### config.mk
export PLATFORM = sky130hd
export DESIGN_NAME = deinterleave_ctrl_flat
export DESIGN_NICKNAME = d
export VERILOG_FILES = /design/src/rtl/deinterleave_ctrl_if.sv /design/src/rtl/deinterleave_ctrl.sv /design/src/flat_wrapper.sv
export SDC_FILE = /design/constraint.sdc
export NUM_CORES = 1
export LEC_CHECK = 0
export ABC_AREA = 1
export BUFFER_PORTS_ARGS = -buffer_cell sky130_fd_sc_hd__buf_2
export CAP_MARGIN = 20
export CORE_AREA = 2 2 89 91
export CTS_BUF_LIST = sky130_fd_sc_hd__clkbuf_8
export CTS_CLUSTER_DIAMETER = 60
export DETAILED_ROUTE_END_ITERATION = 8
export DIE_AREA = 0 0 91 93
export GPL_ROUTABILITY_DRIVEN = 0
export PLACE_DENSITY_LB_ADDON = 0.25
export RECOVER_POWER = 25
export SLEW_MARGIN = 20
export SYNTH_ARGS = -nofsm -noshare
export SYNTH_HDL_FRONTEND = slang
export SYNTH_SLANG_ARGS = --single-unit
### constraint.sdc
create_clock -name clk -period 5.2 [get_ports clk]
set_input_delay 0.78 -clock clk [delete_from_list [all_inputs] [get_ports clk]]
set_output_delay 0.78 -clock clk [all_outputs]
set_load 0.01 [all_outputs]
### src/rtl/deinterleave_ctrl_if.sv
// -----------------------------------------------------------------------------
// deinterleave_ctrl_if
// Bundle of the byte-stream, delay-line RAM and output signals around the
// I=12 / M=17 convolutional deinterleaver controller.
//
//  Stream in : in_valid, in_data[7:0], in_sync
//  RAM side  : push[10:0], sel[3:0], ram_re, ram_din[7:0], ram_dout[7:0]
//  Stream out: out_valid, out_data[7:0], out_sync, sync_err, locked
//
//  modport master : the controller view (drives RAM strobes and the output stream)
//  modport slave  : the environment view (source of bytes, the RAM, the consumer)
// -----------------------------------------------------------------------------
interface deinterleave_ctrl_if;
  logic        in_valid;
  logic [7:0]  in_data;
  logic        in_sync;
  logic [10:0] push;
  logic [3:0]  sel;
  logic        ram_re;
  logic [7:0]  ram_din;
  logic [7:0]  ram_dout;
  logic        out_valid;
  logic [7:0]  out_data;
  logic        out_sync;
  logic        sync_err;
  logic        locked;

  modport master (
    input  in_valid, in_data, in_sync, ram_dout,
    output push, sel, ram_re, ram_din,
    output out_valid, out_data, out_sync, sync_err, locked
  );

  modport slave (
    output in_valid, in_data, in_sync, ram_dout,
    input  push, sel, ram_re, ram_din,
    input  out_valid, out_data, out_sync, sync_err, locked
  );
endinterface

### src/rtl/deinterleave_ctrl.sv
// -----------------------------------------------------------------------------
// deinterleave_ctrl
// Receive-side commutator for the I=12, M=17 byte convolutional deinterleaver.
// Branch j (0..11) is delayed (11-j)*17 laps through one level of an external
// fifo_shift_ram; branch 11 bypasses the RAM through a one-clock holding
// register. Byte alignment is acquired from the sync flag and the output is
// qualified until every delay line has been filled once after lock.
//
// Ports
//  clk    : rising-edge clock
//  reset  : asynchronous, active-high reset
//  bus    : deinterleave_ctrl_if.master
//           in_valid/in_data/in_sync : incoming interleaved bytes, no backpressure
//           push/sel/ram_re/ram_din  : RAM level strobe, level select, read enable, write data
//           ram_dout                 : RAM read data, valid one clock after ram_re
//           out_valid/out_data       : deinterleaved byte, one clock after its input
//           out_sync                 : output byte was branch 0 of a lap
//           sync_err                 : one-clock pulse on a misaligned sync in LOCK
//           locked                   : FSM is in LOCK
// -----------------------------------------------------------------------------
module deinterleave_ctrl #(
  parameter int FILL_BYTES = 2244,
  parameter int SYNC_LOSS  = 3
) (
  input  logic                clk,
  input  logic                reset,
  deinterleave_ctrl_if.master bus
);

  typedef enum logic [0:0] {
    HUNT = 1'b0,
    LOCK = 1'b1
  } state_e;

  localparam logic [11:0] FILL_C      = 12'(FILL_BYTES);
  localparam logic [1:0]  LOSS_LAST_C = 2'(SYNC_LOSS - 1);
  localparam logic [3:0]  BR_LAST_C   = 4'd11;

  state_e      state_q;
  logic [3:0]  br_q;
  logic [11:0] fill_cnt_q;
  logic [1:0]  miss_cnt_q;
  logic        primed_q;
  logic        out_valid_q;
  logic        out_sync_q;
  logic        sync_err_q;
  logic        byp_sel_q;
  logic [7:0]  byp_q;

  logic        lock_s;
  logic        hunt_hit_s;
  logic        sync_mis_s;
  logic        loss_s;
  logic        accept_s;
  logic        ram_wr_s;
  logic [11:0] fill_d;
  logic        primed_d;
  logic [3:0]  lvl_s;
  logic [10:0] push_s;
  logic [7:0]  din_s;
  logic [7:0]  out_data_s;

  // Per-byte decode: lock acquisition, sync checking and byte acceptance.
  always_comb begin
    lock_s     = (state_q == LOCK);
    hunt_hit_s = !lock_s && bus.in_valid && bus.in_sync;
    sync_mis_s = lock_s && bus.in_valid && bus.in_sync && (br_q != 4'd0);
    // The misaligned sync that exhausts the budget drops lock before the byte is used.
    loss_s     = sync_mis_s && (miss_cnt_q == LOSS_LAST_C);
    // The sync byte that achieves lock is itself processed as branch 0.
    accept_s   = hunt_hit_s || (lock_s && bus.in_valid && !loss_s);
    ram_wr_s   = accept_s && (br_q != BR_LAST_C);
    if (accept_s && (fill_cnt_q != FILL_C)) begin
      fill_d = fill_cnt_q + 12'd1;
    end else begin
      fill_d = fill_cnt_q;
    end
    // The byte that completes the fill count already produces a valid output.
    primed_d = primed_q || (fill_d == FILL_C);
  end

  // RAM strobes: branch br uses level 11-br, i.e. push bit / sel value 10-br.
  always_comb begin
    if (ram_wr_s) begin
      lvl_s  = 4'd10 - br_q;
      push_s = 11'd1 << lvl_s;
      din_s  = bus.in_data;
    end else begin
      lvl_s  = 4'd0;
      push_s = 11'd0;
      din_s  = 8'd0;
    end
  end

  // Output byte source: bypass register for branch 11, otherwise the RAM read.
  always_comb begin
    if (!out_valid_q) begin
      out_data_s = 8'd0;
    end else if (byp_sel_q) begin
      out_data_s = byp_q;
    end else begin
      out_data_s = bus.ram_dout;
    end
  end

  assign bus.push      = push_s;
  assign bus.sel       = lvl_s;
  assign bus.ram_re    = ram_wr_s;
  assign bus.ram_din   = din_s;
  assign bus.out_valid = out_valid_q;
  assign bus.out_data  = out_data_s;
  assign bus.out_sync  = out_sync_q;
  assign bus.sync_err  = sync_err_q;
  assign bus.locked    = (state_q == LOCK);

  // HUNT/LOCK state machine with commutator, fill and miss counters and output stage.
  always_ff @(posedge clk or posedge reset) begin
    if (reset) begin
      state_q     <= HUNT;
      br_q        <= 4'd0;
      fill_cnt_q  <= 12'd0;
      miss_cnt_q  <= 2'd0;
      primed_q    <= 1'b0;
      out_valid_q <= 1'b0;
      out_sync_q  <= 1'b0;
      sync_err_q  <= 1'b0;
      byp_sel_q   <= 1'b0;
      byp_q       <= 8'd0;
    end else begin
      sync_err_q  <= sync_mis_s;
      out_valid_q <= accept_s && primed_d;
      out_sync_q  <= accept_s && (br_q == 4'd0);
      byp_sel_q   <= accept_s && (br_q == BR_LAST_C);
      if (accept_s && (br_q == BR_LAST_C)) begin
        byp_q <= bus.in_data;
      end else begin
        byp_q <= byp_q;
      end

      case (state_q)
        HUNT: begin
          if (hunt_hit_s) begin
            state_q    <= LOCK;
            br_q       <= 4'd1;
            fill_cnt_q <= fill_d;
            primed_q   <= primed_d;
            miss_cnt_q <= 2'd0;
          end else begin
            state_q    <= HUNT;
            br_q       <= 4'd0;
            fill_cnt_q <= 12'd0;
            primed_q   <= 1'b0;
            miss_cnt_q <= 2'd0;
          end
        end
        LOCK: begin
          if (loss_s) begin
            state_q    <= HUNT;
            br_q       <= 4'd0;
            fill_cnt_q <= 12'd0;
            primed_q   <= 1'b0;
            miss_cnt_q <= 2'd0;
          end else if (bus.in_valid) begin
            br_q       <= (br_q == BR_LAST_C) ? 4'd0 : (br_q + 4'd1);
            fill_cnt_q <= fill_d;
            primed_q   <= primed_d;
            // Misaligned syncs are only counted; the commutator is never realigned.
            if (bus.in_sync) begin
              miss_cnt_q <= (br_q == 4'd0) ? 2'd0 : (miss_cnt_q + 2'd1);
            end else begin
              miss_cnt_q <= miss_cnt_q;
            end
          end else begin
            br_q       <= br_q;
            fill_cnt_q <= fill_cnt_q;
            primed_q   <= primed_q;
            miss_cnt_q <= miss_cnt_q;
          end
        end
        default: begin
          state_q    <= HUNT;
          br_q       <= 4'd0;
          fill_cnt_q <= 12'd0;
          primed_q   <= 1'b0;
          miss_cnt_q <= 2'd0;
        end
      endcase
    end
  end

endmodule

### src/flat_wrapper.sv
// flat-port wrapper written by rule: the top's interface ports become plain ports
module deinterleave_ctrl_flat 
#(
  parameter int FILL_BYTES = 2244,
  parameter int SYNC_LOSS  = 3
)
  (clk, reset, bus_in_valid, bus_in_data, bus_in_sync, bus_ram_dout, bus_push, bus_sel, bus_ram_re, bus_ram_din, bus_out_valid, bus_out_data, bus_out_sync, bus_sync_err, bus_locked);
  deinterleave_ctrl_if bus_i ();
  input  logic clk;
  input  logic reset;
  input wire logic [$bits(bus_i.in_valid)-1:0] bus_in_valid;
  input wire logic [$bits(bus_i.in_data)-1:0] bus_in_data;
  input wire logic [$bits(bus_i.in_sync)-1:0] bus_in_sync;
  input wire logic [$bits(bus_i.ram_dout)-1:0] bus_ram_dout;
  output wire logic [$bits(bus_i.push)-1:0] bus_push;
  output wire logic [$bits(bus_i.sel)-1:0] bus_sel;
  output wire logic [$bits(bus_i.ram_re)-1:0] bus_ram_re;
  output wire logic [$bits(bus_i.ram_din)-1:0] bus_ram_din;
  output wire logic [$bits(bus_i.out_valid)-1:0] bus_out_valid;
  output wire logic [$bits(bus_i.out_data)-1:0] bus_out_data;
  output wire logic [$bits(bus_i.out_sync)-1:0] bus_out_sync;
  output wire logic [$bits(bus_i.sync_err)-1:0] bus_sync_err;
  output wire logic [$bits(bus_i.locked)-1:0] bus_locked;
  assign bus_i.in_valid = bus_in_valid;
  assign bus_i.in_data = bus_in_data;
  assign bus_i.in_sync = bus_in_sync;
  assign bus_i.ram_dout = bus_ram_dout;
  assign bus_push = bus_i.push;
  assign bus_sel = bus_i.sel;
  assign bus_ram_re = bus_i.ram_re;
  assign bus_ram_din = bus_i.ram_din;
  assign bus_out_valid = bus_i.out_valid;
  assign bus_out_data = bus_i.out_data;
  assign bus_out_sync = bus_i.out_sync;
  assign bus_sync_err = bus_i.sync_err;
  assign bus_locked = bus_i.locked;
  deinterleave_ctrl #(.FILL_BYTES(FILL_BYTES), .SYNC_LOSS(SYNC_LOSS)) u_core (.clk(clk), .reset(reset), .bus(bus_i));
endmodule
; Word level (Yosys, flattened, before mapping)
; Cells that the tools add are included.
[classes]
addsub = 4
n_eq_ne = 7
mux = 27
n_reduce_logical = 19
n_shift = 1
mul = 0
magnitude_cmp = 0
bitwise_logic = 1
div = 0
[op_table]
columns = op, n
row1 = $mux W12, 4
row2 = $mux W8, 3
row3 = $pmux W12 S2, 1
row4 = $mux W4, 4
row5 = $add A12 B1 Y12 const B, 1
row6 = $eq A12 B12 Y1 const B, 1
row7 = $logic_and A1 B1 Y1, 12
row8 = $ne A12 B12 Y1 const B, 1
row9 = $mux W11, 1
row10 = $shl A1 B4 Y11 const A, 1
row11 = $mux W2, 4
row12 = $pmux W4 S2, 1
row13 = $mux W1, 6
row14 = $ne A3 B3 Y1 const B, 2
row15 = $add A4 B1 Y4 const B, 1
row16 = $eq A4 B4 Y1 const B, 1
row17 = $logic_not A4 Y1, 1
row18 = $ne A4 B4 Y1 const B, 1
row19 = $pmux W1 S2, 2
row20 = $pmux W2 S2, 1
row21 = $reduce_bool A4 Y1, 1
row22 = $sub A4 B4 Y4 const A, 1
row23 = $add A2 B1 Y2 const B, 1
row24 = $eq A2 B2 Y1 const B, 1
row25 = other kinds (4), 6
[totals]
reg_bits = 32
inputBits = 20
out_inout_bits = 36
word_cells = 69
latchBits = 0
romBits = 0
ramBits = 0
mem_count = 0

; Longest topological paths before layout
[depth]
ltp_word = 14
mapped_depth = 14
mapped_depth_nobuf = 14

; Worst setup path after synthesis
; Ideal clock, no wire load.
[synth_path]
path_kind = input port to output port
start = in bus_in_sync
end = out bus_push[10]
t_arrival_ns = 1.967
path_slack_ns = 2.453
stages = 12
path_cell_list = inv_1 nor2_4 nand3_4 nand2_4 nand2_4 inv_1 buf_4 nor2_4 inv_2 nor2_1 inv_2 nor2_1
[synth_via]
elab_chain_len = 8
elab_cells_between_ends = 9
[synth_lines]
columns = element, line_no
row1 = "start, declared", flat_wrapper.sv:13  ; input wire logic [$bits(bus_i.in_sync)-1:0] bus_in_sync;
row2 = $logic_and A1 B1 Y1 (2 in series), deinterleave_ctrl.sv:67  ; sync_mis_s = lock_s && bus.in_valid && bus.in_sync && (br_q != 4'd0);
row3 = $logic_and A1 B1 Y1, deinterleave_ctrl.sv:69  ; loss_s = sync_mis_s && (miss_cnt_q == LOSS_LAST_C);
row4 = $logic_not A1 Y1, deinterleave_ctrl.sv:71  ; accept_s = hunt_hit_s || (lock_s && bus.in_valid && !loss_s);
row5 = $logic_and A1 B1 Y1, deinterleave_ctrl.sv:71
row6 = $logic_or A1 B1 Y1 *, deinterleave_ctrl.sv:71
row7 = $logic_and A1 B1 Y1 *, deinterleave_ctrl.sv:72  ; ram_wr_s = accept_s && (br_q != BR_LAST_C);
row8 = net bus_ram_re, flat_wrapper.sv:17  ; output wire logic [$bits(bus_i.ram_re)-1:0] bus_ram_re;
row9 = $mux W11 *, deinterleave_ctrl.sv:84  ; if (ram_wr_s) begin
row10 = "end, declared", flat_wrapper.sv:15  ; output wire logic [$bits(bus_i.push)-1:0] bus_push;
; Mark *: on every way through the listed nets, which the timed path passes. The rest lies on a longest branch.

; Final worst setup path
[layout_path]
start = reg u_core.br_q[0]
end = out bus_push[8]
[layout_via]
elab_chain_len = 8
elab_cells_between_ends = 11
[layout_lines]
columns = element, line_no
row1 = "start, declared", deinterleave_ctrl.sv:40  ; logic [3:0] br_q;
row2 = "start signal, assigned", deinterleave_ctrl.sv:164  ; br_q <= (br_q == BR_LAST_C) ? 4'd0 : (br_q + 4'd1);
row3 = "start signal, assigned", deinterleave_ctrl.sv:174  ; br_q <= br_q;
row4 = branches (longest 7 deep; another with $sub A4 B4 Y4), -
row5 = $mux W11 *, deinterleave_ctrl.sv:84
; Mark *: on every way between the ends.

==> metrics.csv <==
metric,value,unit
post-route setup TNS,0,ps
crit-path cells,"inv_1, ha_1, nand3_2, nand3_4, nand2_4, nand2_4, inv_1, nor2_4, inv_2, nor2_1, inv_2, nor2_1, buf_2",
Area Overhead vs Synth,21.0,%
worst-margin pin slew,1790,ps
drt first pass iters,5,
Worst path max stage delay,440,ps
Post-Syn Nets,346,
nets,403,
CTS root buf,clkbuf_8,
# fillers,841,
placed cells,469,
clk buf depth,2,
Clock Sink Count,32,
Reg area,801,sq um
initial core utilization,0.293,
failing checks,"capacitance limit, slew limit",
largest family of logic cells by synthesized area,simple AND/OR/NAND/NOR gates,
Power Density,380,nW/um^2
Yosys reg bits,32,
H-tree Lvls,2,
DRT Wirelength,5.32,mm
Worst setup SP type,register,
die area,8460,sq um
area share of and/or/nand/nor cells after synthesis,0.363,
status,"finished, violations left",
VDD IR max,0.143,mV
vias post-DR,2156,
CP required,4420,ps
Finish-stage setup viols,0,
GR Overflow Total,0,
"non-filler cells, final",476,
FP Rows,32,
I/O Pins,56,
kind of critical path,reg2out,
CTS tree,done,
area of the multi-input gates,1170,sq um
unrepaired setup endpoints after global routing,false,
GRT Total Usage,0.131,
"Setup Fix Bufs, Post-CTS",0,
post-DP HPWL,4.04,mm
crit-path max FO,22,
WP buf/inv,5,
Worst setup EP type,output pin,
adder-cell share of the synthesized area,0.0510,
remaining antenna violation count,0,
Synth Warn #,0,
layout cell share with drive strength beyond 1,0.217,
Period minus WS final,3470,ps
first-pass GRT wire length,9.14,mm
most frequent cells in the layout,"nand2_1, buf_2, nor2_1",
Compound-Gate Fraction of Synth Area,0.103,
post_cts resized,0,
slowest CP cell,dfrtp_1,
Final period util,0.666,
"CP delay by family, top",simple AND/OR/NAND/NOR gates,
hold slack,491,ps
Max Clk Rate,289,MHz
DR iter-0 viols,71,
post-synthesis xor/xnor area fraction,0.0159,
Residual DRC,0,
"commonest non-fill, non-tap cell in the layout",nand2_1,
Vias/cell,4.53,
hold-fix buffers at CTS,0,
Fin. Hold Viols,0,
Synth Area per Inst,6.96,sq um
Crit path arrival time,2690,ps
pin count of the biggest net entering global routing,33,
Gate Count Post-Synth,317,
number of port buffers,55,
R2R Setup Slk,2760,ps
Core Region,7530,sq um
Hold Path Class,reg2reg,
worst rel slew slack,-0.192,
clk slew on worst S/H paths,70,ps
vias in the first global route,2041,
wire length per cell,11.2,um
Max Cap Viol,1,
ant diodes,0,
register area share after synthesis,0.363,
mux contribution to synthesized area,0,
skew final,8.53,ps
initial antenna violation count,0,
Static Leak,1.42,nW
cts bufs inserted,5,
Die Ht,93,um
Chip Width,91,um
distinct cell type count after synthesis,32,
Slew Limit Fails,33,
Worst-Skew Late Latency,290,ps
cell area after synthesis,2210,sq um
## worst paths after layout
path	startpoint	endpoint	depth (start not counted)
worst max-delay path	u_core.br_q[0]	bus_push[8]	13
worst min-delay path	u_core.miss_cnt_q[1]	u_core.miss_cnt_q[1]	2
worst max register to register	u_core.br_q[0]	u_core.byp_q[1]	11
worst min register to register	u_core.miss_cnt_q[1]	u_core.miss_cnt_q[1]	2
max in group asynchronous	reset	u_core.fill_cnt_q[7]	3
min in group asynchronous	reset	u_core.byp_q[2]	3
## synthesized netlist by cell type
| library cell | count | area share |
|---|---|---|
| inv_2 | 3 | 0.0051 |
| nand3_2 | 5 | 0.023 |
| nand2_1 | 76 | 0.13 |
| nor2_1 | 54 | 0.092 |
| o32ai_1 | 1 | 0.0040 |
| nor2_4 | 2 | 0.010 |
| nand3b_1 | 1 | 0.0034 |
| clkbuf_1 | 1 | 0.0017 |
| xnor2_1 | 2 | 0.0079 |
| nand4_1 | 3 | 0.0085 |
| o31ai_1 | 1 | 0.0034 |
| nand3_4 | 1 | 0.0079 |
| buf_2 | 2 | 0.0045 |
| ha_1 | 9 | 0.051 |
| nand3_1 | 17 | 0.039 |
| o21ai_0 | 18 | 0.041 |
| and2_1 | 1 | 0.0028 |
| nand4_4 | 1 | 0.0096 |
| nor3_1 | 6 | 0.014 |
| a21oi_1 | 6 | 0.014 |
| buf_4 | 2 | 0.0068 |
| o21ai_1 | 6 | 0.014 |
| dfrtp_1 | 32 | 0.36 |
| nand2_4 | 2 | 0.010 |
| nand2_2 | 5 | 0.014 |
| a211oi_1 | 1 | 0.0034 |
| xor2_1 | 2 | 0.0079 |
| clkinv_1 | 2 | 0.0034 |
| o22ai_1 | 7 | 0.020 |
| buf_6 | 1 | 0.0051 |
| o221ai_1 | 1 | 0.0040 |
| inv_1 | 46 | 0.078 |
## power by group
group	internal, mW	total, mW	switching (mW)
clock network	0.118	0.211	0.0931
logic	0.158	0.453	0.295
registers	0.303	0.350	0.0467
total	0.579	1.01	0.434
## registers in the layout, summed over array words and instances, names as in the netlist
register / cells
u_core.br_q: 4
u_core.bus.locked: 1
u_core.bus.out_sync: 1
u_core.bus.out_valid: 1
u_core.bus.sync_err: 1
u_core.byp_q: 8
u_core.byp_sel_q: 1
u_core.fill_cnt_q: 12
u_core.miss_cnt_q: 2
u_core.primed_q: 1
## worst reg2reg max path, cell delays in order (launching register included)
cell     delay (ps)
dfrtp_1         440
inv_1           150
ha_1            230
nand3_2         130
nand3_4         100
nand2_4          90
nand2_4         160
inv_1           410
nor2_1          110
inv_1           350
nand2_1          90
o21ai_1         100
## final cells by class
cell class              instances  area share
inverters                      51      0.0717
multi-input cells             228       0.440
repair buffers                 56       0.104
well taps                     102      0.0478
flip-flops and latches         32       0.300
clock buffers                   7      0.0361
## cell families after synthesis
group | count (synthesis)
AND/OR/NAND/NOR | 174
AO/OA/AOI/OAI | 41
XOR/XNOR | 4
buffers and inverters | 57
flip-flops | 32
adder cells (fa/ha/maj) | 9
## stage by stage
stage                util  cell area [sq um]  setup slack [ps]  total power, mW
floorplan               -               2210              2450            0.686
global placement    0.342               2580              2010            0.811
detailed placement  0.342               2580              1910            0.812
CTS                 0.355               2670              1700             1.03
global route        0.355               2670              1470             1.11
finish              0.355               2670              1730             1.01
## metal layers
metal	share of wire	global-route usage
met5	0	0
met4	0.014	0.0391
met3	0.047	0.0314
met2	0.47	0.218
met1	0.47	0.169
(Power assumes the default switching activity.)
